==> config.mk <==
export PLATFORM = sky130hd
export DESIGN_NAME = router_fifo_flat
export DESIGN_NICKNAME = d
export VERILOG_FILES = /design/src/rtl/router_fifo_if.sv /design/src/rtl/router_fifo.sv /design/src/flat_wrapper.sv
export SDC_FILE = /design/constraint.sdc
export NUM_CORES = 1
export LEC_CHECK = 0
export BUFFER_PORTS_ARGS = -buffer_cell sky130_fd_sc_hd__buf_2
export CAP_MARGIN = 10
export CORE_UTILIZATION = 41
export DETAILED_ROUTE_END_ITERATION = 10
export MAX_ROUTING_LAYER = met4
export RECOVER_POWER = 100
export SETUP_SLACK_MARGIN = 0.4
export SYNTH_ARGS = -nofsm -noshare
export SYNTH_HDL_FRONTEND = slang
export SYNTH_SLANG_ARGS = --single-unit
==> constraint.sdc <==
create_clock -name clk -period 7.3 [get_ports clk]
set_input_delay 0.73 -clock clk [delete_from_list [all_inputs] [get_ports clk]]
set_output_delay 0.73 -clock clk [all_outputs]
set_load 0.01 [all_outputs]
==> src/rtl/router_fifo_if.sv <==
// Handshake bundle between router_register, one output FIFO and its destination reader.
// Carries almost_full only when ROUTER_FIFO_ALMOST_FULL_EN is defined.
interface router_fifo_if #(
    parameter int DATA_W = 8
);
    logic              write_enb;
    logic              lfd_state;
    logic [DATA_W-1:0] data_in;
    logic              read_enb;
    logic [DATA_W-1:0] data_out;
    logic              full;
    logic              empty;
    logic              pkt_end;
`ifdef ROUTER_FIFO_ALMOST_FULL_EN
    logic              almost_full;

    modport master (
        output write_enb, lfd_state, data_in, read_enb,
        input  data_out, full, empty, pkt_end, almost_full
    );
    modport slave (
        input  write_enb, lfd_state, data_in, read_enb,
        output data_out, full, empty, pkt_end, almost_full
    );
`else
    modport master (
        output write_enb, lfd_state, data_in, read_enb,
        input  data_out, full, empty, pkt_end
    );
    modport slave (
        input  write_enb, lfd_state, data_in, read_enb,
        output data_out, full, empty, pkt_end
    );
`endif
endinterface

==> src/rtl/router_fifo.sv <==
// Output-side packet FIFO of the 1x3 router; tracks packet boundaries from the header length.
// Optional almost_full flag is built when ROUTER_FIFO_ALMOST_FULL_EN is defined.
module router_fifo #(
    parameter int DATA_W = 8,
    parameter int DEPTH  = 16,
    parameter int ADDR_W = 4
) (
    input  logic            clk,
    input  logic            rst,
    input  logic            soft_reset,
    router_fifo_if.slave    bus
);
    localparam logic [ADDR_W:0] PTR_ONE = {{ADDR_W{1'b0}}, 1'b1};

    logic [DATA_W:0]   r_mem [DEPTH];
    logic [ADDR_W:0]   r_wr_ptr;
    logic [ADDR_W:0]   r_rd_ptr;
    logic [5:0]        r_pkt_cnt;
    logic [DATA_W-1:0] r_data_out;
    logic              r_pkt_end;

    logic              w_full;
    logic              w_empty;
    logic              w_wr_ok;
    logic              w_rd_ok;
    logic [DATA_W:0]   w_rd_word;
    logic [5:0]        w_hdr_len;

    assign w_empty   = (r_wr_ptr == r_rd_ptr);
    assign w_full    = (r_wr_ptr[ADDR_W] != r_rd_ptr[ADDR_W]) &&
                       (r_wr_ptr[ADDR_W-1:0] == r_rd_ptr[ADDR_W-1:0]);
    assign w_wr_ok   = bus.write_enb && !w_full;
    assign w_rd_ok   = bus.read_enb && !w_empty;
    assign w_rd_word = r_mem[r_rd_ptr[ADDR_W-1:0]];
    // Header byte carries the payload length in its upper six bits.
    assign w_hdr_len = w_rd_word[DATA_W-1:DATA_W-6];

    assign bus.data_out = r_data_out;
    assign bus.full     = w_full;
    assign bus.empty    = w_empty;
    assign bus.pkt_end  = r_pkt_end;

`ifdef ROUTER_FIFO_ALMOST_FULL_EN
    localparam logic [ADDR_W:0] AF_LEVEL = (ADDR_W+1)'(DEPTH - 2);
    logic [ADDR_W:0] w_occupancy;

    assign w_occupancy     = r_wr_ptr - r_rd_ptr;
    assign bus.almost_full = (w_occupancy >= AF_LEVEL);
`endif

    // Storage array: contents survive both resets, only the pointers are cleared.
    always_ff @(posedge clk) begin
        if (w_wr_ok && !soft_reset) begin
            r_mem[r_wr_ptr[ADDR_W-1:0]] <= {bus.lfd_state, bus.data_in};
        end
    end

    // Pointers, packet counter and registered read-side outputs.
    always_ff @(posedge clk or posedge rst) begin
        if (rst) begin
            r_wr_ptr   <= '0;
            r_rd_ptr   <= '0;
            r_pkt_cnt  <= 6'd0;
            r_data_out <= '0;
            r_pkt_end  <= 1'b0;
        end else if (soft_reset) begin
            r_wr_ptr   <= '0;
            r_rd_ptr   <= '0;
            r_pkt_cnt  <= 6'd0;
            r_data_out <= '0;
            r_pkt_end  <= 1'b0;
        end else begin
            if (w_wr_ok) begin
                r_wr_ptr <= r_wr_ptr + PTR_ONE;
            end
            if (w_rd_ok) begin
                r_rd_ptr   <= r_rd_ptr + PTR_ONE;
                r_data_out <= w_rd_word[DATA_W-1:0];
                if (w_rd_word[DATA_W]) begin
                    // Count covers the payload plus the trailing parity byte.
                    r_pkt_cnt <= w_hdr_len + 6'd1;
                    r_pkt_end <= 1'b0;
                end else if (r_pkt_cnt != 6'd0) begin
                    r_pkt_cnt <= r_pkt_cnt - 6'd1;
                    r_pkt_end <= (r_pkt_cnt == 6'd1);
                end else begin
                    r_pkt_end <= 1'b0;
                end
            end else begin
                r_pkt_end <= 1'b0;
                // Idle between packets returns the bus to zero; mid-packet it holds.
                if (r_pkt_cnt == 6'd0) begin
                    r_data_out <= '0;
                end
            end
        end
    end
endmodule

==> src/flat_wrapper.sv <==
// flat-port wrapper written by rule: the top's interface ports become plain ports
module router_fifo_flat 
#(
    parameter int DATA_W = 8,
    parameter int DEPTH  = 16,
    parameter int ADDR_W = 4
)
  (clk, rst, soft_reset, bus_write_enb, bus_lfd_state, bus_data_in, bus_read_enb, bus_data_out, bus_full, bus_empty, bus_pkt_end);
  router_fifo_if #(.DATA_W(DATA_W)) bus_i ();
  input  logic clk;
  input  logic rst;
  input  logic soft_reset;
  input wire logic [$bits(bus_i.write_enb)-1:0] bus_write_enb;
  input wire logic [$bits(bus_i.lfd_state)-1:0] bus_lfd_state;
  input wire logic [$bits(bus_i.data_in)-1:0] bus_data_in;
  input wire logic [$bits(bus_i.read_enb)-1:0] bus_read_enb;
  output wire logic [$bits(bus_i.data_out)-1:0] bus_data_out;
  output wire logic [$bits(bus_i.full)-1:0] bus_full;
  output wire logic [$bits(bus_i.empty)-1:0] bus_empty;
  output wire logic [$bits(bus_i.pkt_end)-1:0] bus_pkt_end;
  assign bus_i.write_enb = bus_write_enb;
  assign bus_i.lfd_state = bus_lfd_state;
  assign bus_i.data_in = bus_data_in;
  assign bus_i.read_enb = bus_read_enb;
  assign bus_data_out = bus_i.data_out;
  assign bus_full = bus_i.full;
  assign bus_empty = bus_i.empty;
  assign bus_pkt_end = bus_i.pkt_end;
  router_fifo #(.DATA_W(DATA_W), .DEPTH(DEPTH), .ADDR_W(ADDR_W)) u_core (.clk(clk), .rst(rst), .soft_reset(soft_reset), .bus(bus_i));
endmodule
# Word level (Yosys, flattened, before mapping)
# Memories as Yosys holds them, arrays and structs flattened.
# Cells that the tools add are included.
dict set report word_totals {
  ramBits 144
  word_cells 45
  regBits 25
  n_memories 1
}
dict set report classes {
  n_mux 17
  eq_ne 4
  n_reduce_logical 14
  add_sub_neg 4
}
# name words word_bits read_ports rd_ports_with_merged_regs wr line_no
set memory_table {}
lappend memory_table {u_core.r_mem 16 9 1 0 1 router_fifo.sv:15} ;# logic [DATA_W:0] r_mem [DEPTH];
# cell n
set op_table {}
lappend op_table {{two-way mux 6 bit} 4}
lappend op_table {{two-way mux 8 bit} 3}
lappend op_table {{two-way mux 5 bit} 4}
lappend op_table {{adder 5 x 1 -> 5 bit, second input constant} 2}
lappend op_table {{adder 6 x 1 -> 6 bit, second input constant} 1}
lappend op_table {{== test 6 x 1 -> 1 bit, second input constant} 1}
lappend op_table {{logical NOT 6 bit} 1}
lappend op_table {{two-way mux 1 bit} 6}
lappend op_table {{nonzero test 3 bit} 2}
lappend op_table {{nonzero test 6 bit} 1}
lappend op_table {{subtractor 6 x 1 -> 6 bit, second input constant} 1}
lappend op_table {{== test 5 bit} 1}
lappend op_table {{== test 4 bit} 1}
lappend op_table {{logical AND 1 bit} 4}
lappend op_table {{nonzero test 2 bit} 2}
lappend op_table {{logical NOT 1 bit} 3}
lappend op_table {{AND reduction 2 bit} 1}
lappend op_table {{inequality test 1 bit} 1}

# Depth between registers and ports, before layout
dict set report logic_depth {
  word_depth 7
  depth_mapped 11
  ltp_nobuf 8
}

# Least setup slack after synthesis
# No wires, ideal clock.
dict set report synth_timing {
  path_type {reg-to-reg}
  from {register u_core.r_rd_ptr[3]}
  to {memory u_core.r_mem[0][0] in the netlist's numbering, enable pin}
  arrival_time_ps 2155
  setup_ps 399
  path_stages_with_launch 7
  n_path_buf 1
  path_slack_ps 4746
  path_cell_list {dfrtp_1 > clkbuf_1 > xor2_1 > nor4_1 > nor2b_1 > nand2b_1 > nor4_1}
}
dict set report synth_via {
  elab_chain_len 7
}
# item line_no
set synth_rtl {}
lappend synth_rtl {{start, declared} router_fifo.sv:17} ;# logic [ADDR_W:0] r_rd_ptr;
lappend synth_rtl {{start signal, assigned} router_fifo.sv:77} ;# r_rd_ptr <= r_rd_ptr + PTR_ONE;
lappend synth_rtl {{== test 4 bit} router_fifo.sv:31} ;# (r_wr_ptr[ADDR_W-1:0] == r_rd_ptr[ADDR_W-1:0]);
lappend synth_rtl {{logical AND 1 bit} router_fifo.sv:30} ;# assign w_full = (r_wr_ptr[ADDR_W] != r_rd_ptr[ADDR_W]) &&
lappend synth_rtl {{named net bus_full} flat_wrapper.sv:18} ;# output wire logic [$bits(bus_i.full)-1:0] bus_full;
lappend synth_rtl {{logical NOT 1 bit} router_fifo.sv:32} ;# assign w_wr_ok = bus.write_enb && !w_full;
lappend synth_rtl {{logical AND 1 bit} router_fifo.sv:32}
lappend synth_rtl {{logical AND 1 bit} router_fifo.sv:53} ;# if (w_wr_ok && !soft_reset) begin
lappend synth_rtl {{two-way mux 1 bit} router_fifo.sv:53}
lappend synth_rtl {{two-way mux 1 bit (not written as such)} router_fifo.sv:54} ;# r_mem[r_wr_ptr[ADDR_W-1:0]] <= {bus.lfd_state, bus.data_in};
lappend synth_rtl {{end, declared} router_fifo.sv:15}
# The timed path passes the listed nets, and every way through them passes these cells.

# Worst setup path in the final report
dict set report layout_timing {
  from {register u_core.r_rd_ptr[0]}
  to {output bus_full}
}
dict set report layout_via {
  elab_chain_len 2
}
# item line_no
set layout_rtl {}
lappend layout_rtl {{== test 4 bit} router_fifo.sv:31}
lappend layout_rtl {{logical AND 1 bit} router_fifo.sv:30}
lappend layout_rtl {{end, declared} flat_wrapper.sv:18}
# No other way between the ends.

==> impl_results.md <==
- Non-Filler Instances: 665
- Max Cap Viol: 1
- 1st-iter DRT viols: 326
- Die Wd: 133 um
- Final Skew: 0.00749 ns
- Syn Std Cell Area: 7030 um2
- Setup repair bufs after CTS: 0
- Peak supply drop: 0.253 mV
- I/O Buffers: 24
- Flop2flop setup slack: 2.51 ns
- Worst Path Buf+Inv: 2
- Layout cells sized above 1: 18.9%
- Total stage count of the critical path: 5
- Detail Placement HPWL: 10.1 mm
- Setup total negative slack: 0 ns
- CP Cell Sequence: clkbuf_1 > xor2_1 > nor4_1 > nor2b_1 > buf_2
- Pwr/cell area: 292 nW/um2
- Rows: 47
- Clk root buf: clkbuf_16
- Required time of the critical path: 6.57 ns
- WP data arrival: 4.08 ns
- Post-route minimum period: 4.81 ns
- RSZ-0062 raised after global routing: false
- Initial Util: 42.2%
- Ports: 25
- WS Path Type: flop to output pin
- Post-synth cell types: 40
- Remaining antenna violation count: 0
- Die Ht: 133 um
- Post-layout util: 47.6%
- DR WL/cell: 23.7 um
- Vias: 3731
- FF-to-FF Start: u_core.r_rd_ptr[0]$_DFFE_PP0P_
- R2R cell count: 7
- Core area: 16600 um2
- First-pass GRT wire length: 24.3 mm
- Clock Tree Buf Depth: 2
- CTS Hold Bufs: 0
- Post-CTS sizing: 0
- Vias in the first global route: 3903
- H-tree Lvls: 4
- Die ar.: 17700 um2
- Largest net degree at the start of global routing: 40
- Layout Area Growth over Synthesis: 12.8%
- Synth warn: 0
- Most common cell after layout, fill and taps aside: edfxtp_1
- Initial antenna violation count: 1
- PnR worst setup slack: 2.49 ns
- Final Power: 2.31 mW
- CTS sink count: 169
- Post-Syn Instances: 405
- Worst path max stage delay: 2.03 ns
- Residual DRC: 0
- Synth Net Count: 428
- GRT Util Overall: 20.1%
- CP top delay family: buffers and inverters
- Place WS: 4.01 ns
- Setup crit end kind: output pin
- Reg clk slew, reported paths: 0.06 ns
- Achievable Freq: 208 MHz
- Top FF cell, synth: edfxtp_1
- Nets: 454
- Post-synthesis sequential area ratio: 70.4%
- Slew @ Worst Pin: 2.87 ns
- RePlAce Congestion: 0.862
- Post-synth EDFFs: 144
- Crit-path slowest cell: clkbuf_1
- Asr flop ratio synth: 14.8%
- Crit Path Max Fanout: 36
- Clock latency on the worst-skew pair: 0.43 ns
- Max Slew Vio Count: 37
- FF-to-FF End: u_core.r_mem[12][0]$_DFFE_PP_
- Failing checks: capacitance limit, slew limit
- CP Launch Type: flop
- CTS tree: built
- Via/cell ratio: 5.61
- Syn_area_per_cell: 17.3 um2
- Drt first pass iters: 4
- Hold Fails Final Rpt: 0
- Status: finished with violations
- Leakage Power: 2.60 nW
- Final Cell Area: 7920 um2
- Placed Area: 7350 um2
- Fin Hold WS: 0.528 ns
- Dpl cells: 630
- # setup viols final: 0
- Total grt overflow: 0
- WL final: 15.8 mm
- Hold Path Class: input pin to async pin
- Part of the cycle the worst path needs: 65.9%
- Flop and latch count out of synthesis: 169
- Rel. slew slack: -91.3%
- Commonest cells after routing, fill and taps aside: 144 x edfxtp_1, 37 x mux4_2, 31 x nor2_1
- CTS buffer count: 17
## layer usage
| layer | GRT usage, % | wire length [um] | share of wire (%) | vias up |
|---|---|---|---|---|
| met5 | - | 0 | 0 | - |
| met4 | 6.45 | 229 | 1.5 | 0 |
| met3 | 4.87 | 1020 | 6.5 | 14 |
| met2 | 29.8 | 7420 | 47 | 132 |
| met1 | 27.4 | 7090 | 45 | 1948 |
| li1 | - | - | - | 1637 |
## worst max-delay path by stage
stage                                   start                             to  slack [ns]
3_3_place_gp   u_core.r_rd_ptr[0]$_DFFE_PP0P_   u_core.r_mem[4][5]$_DFFE_PP_        4.16
4_1_cts        u_core.r_rd_ptr[0]$_DFFE_PP0P_   u_core.r_mem[7][7]$_DFFE_PP_        4.01
5_1_grt        u_core.r_rd_ptr[0]$_DFFE_PP0P_                       bus_full        1.90
3_5_place_dp   u_core.r_rd_ptr[0]$_DFFE_PP0P_  u_core.r_mem[12][5]$_DFFE_PP_        4.01
6_report       u_core.r_rd_ptr[0]$_DFFE_PP0P_                       bus_full        2.49
2_1_floorplan  u_core.r_rd_ptr[3]$_DFFE_PP0P_   u_core.r_mem[0][0]$_DFFE_PP_        4.75
## power breakdown
group	switching (mW)	internal [mW]	total [mW]
clock	0.383	0.545	0.928
sequential	0.0145	1.07	1.08
combinational	0.181	0.118	0.299
total	0.579	1.73	2.31
## flip-flops by register name, summed over array words and instances (netlist names)
name	flops
u_core.r_rd_ptr	5
u_core.r_mem	144
u_core.r_wr_ptr	5
u_core.bus.pkt_end	1
u_core.r_pkt_cnt	6
u_core.bus.data_out	8
## cell usage after synthesis (3+ instances only)
master | number | area share (%)
edfxtp_1 | 144 | 62
mux4_2 | 37 | 12
nor2_1 | 31 | 1.7
dfrtp_1 | 25 | 8.9
nand2_1 | 25 | 1.3
nand3_1 | 18 | 1.3
a21oi_1 | 13 | 0.93
xor2_1 | 12 | 1.5
ha_1 | 9 | 1.6
clkbuf_1 | 8 | 0.43
a22oi_1 | 7 | 0.75
buf_2 | 7 | 0.50
mux2i_1 | 6 | 0.85
nand2b_1 | 6 | 0.53
nor4_1 | 6 | 0.53
inv_1 | 5 | 0.27
xnor2_1 | 5 | 0.62
buf_4 | 4 | 0.43
nor2b_1 | 4 | 0.36
o22ai_1 | 4 | 0.36
mux2_2 | 3 | 0.48
nand4_1 | 3 | 0.27
o21ai_0 | 3 | 0.21
## cells by family after synthesis
| family | Yosys count | share of synthesized area (%) |
|---|---|---|
| xor gates and xnor gates | 17 | 2.12 |
| muxes | 47 | 13.6 |
| and+or+nand+nor | 100 | 6.62 |
| AOI/OAI and AO/OA | 36 | 3.65 |
| buffers and inverters | 27 | 1.99 |
| adders and majority gates | 9 | 1.60 |
| DFF | 169 | 70.4 |
## final cells by class
class,count,area [um2]
inverters,6,22.5
well taps,220,275
clock inverters,15,186
clock buffers,17,425
multi-input cells,209,1940
fillers,1393,8720
diodes,1,2.50
flip-flops and latches,169,4950
repair buffers,28,115
Power figures use the tool's default switching activity.
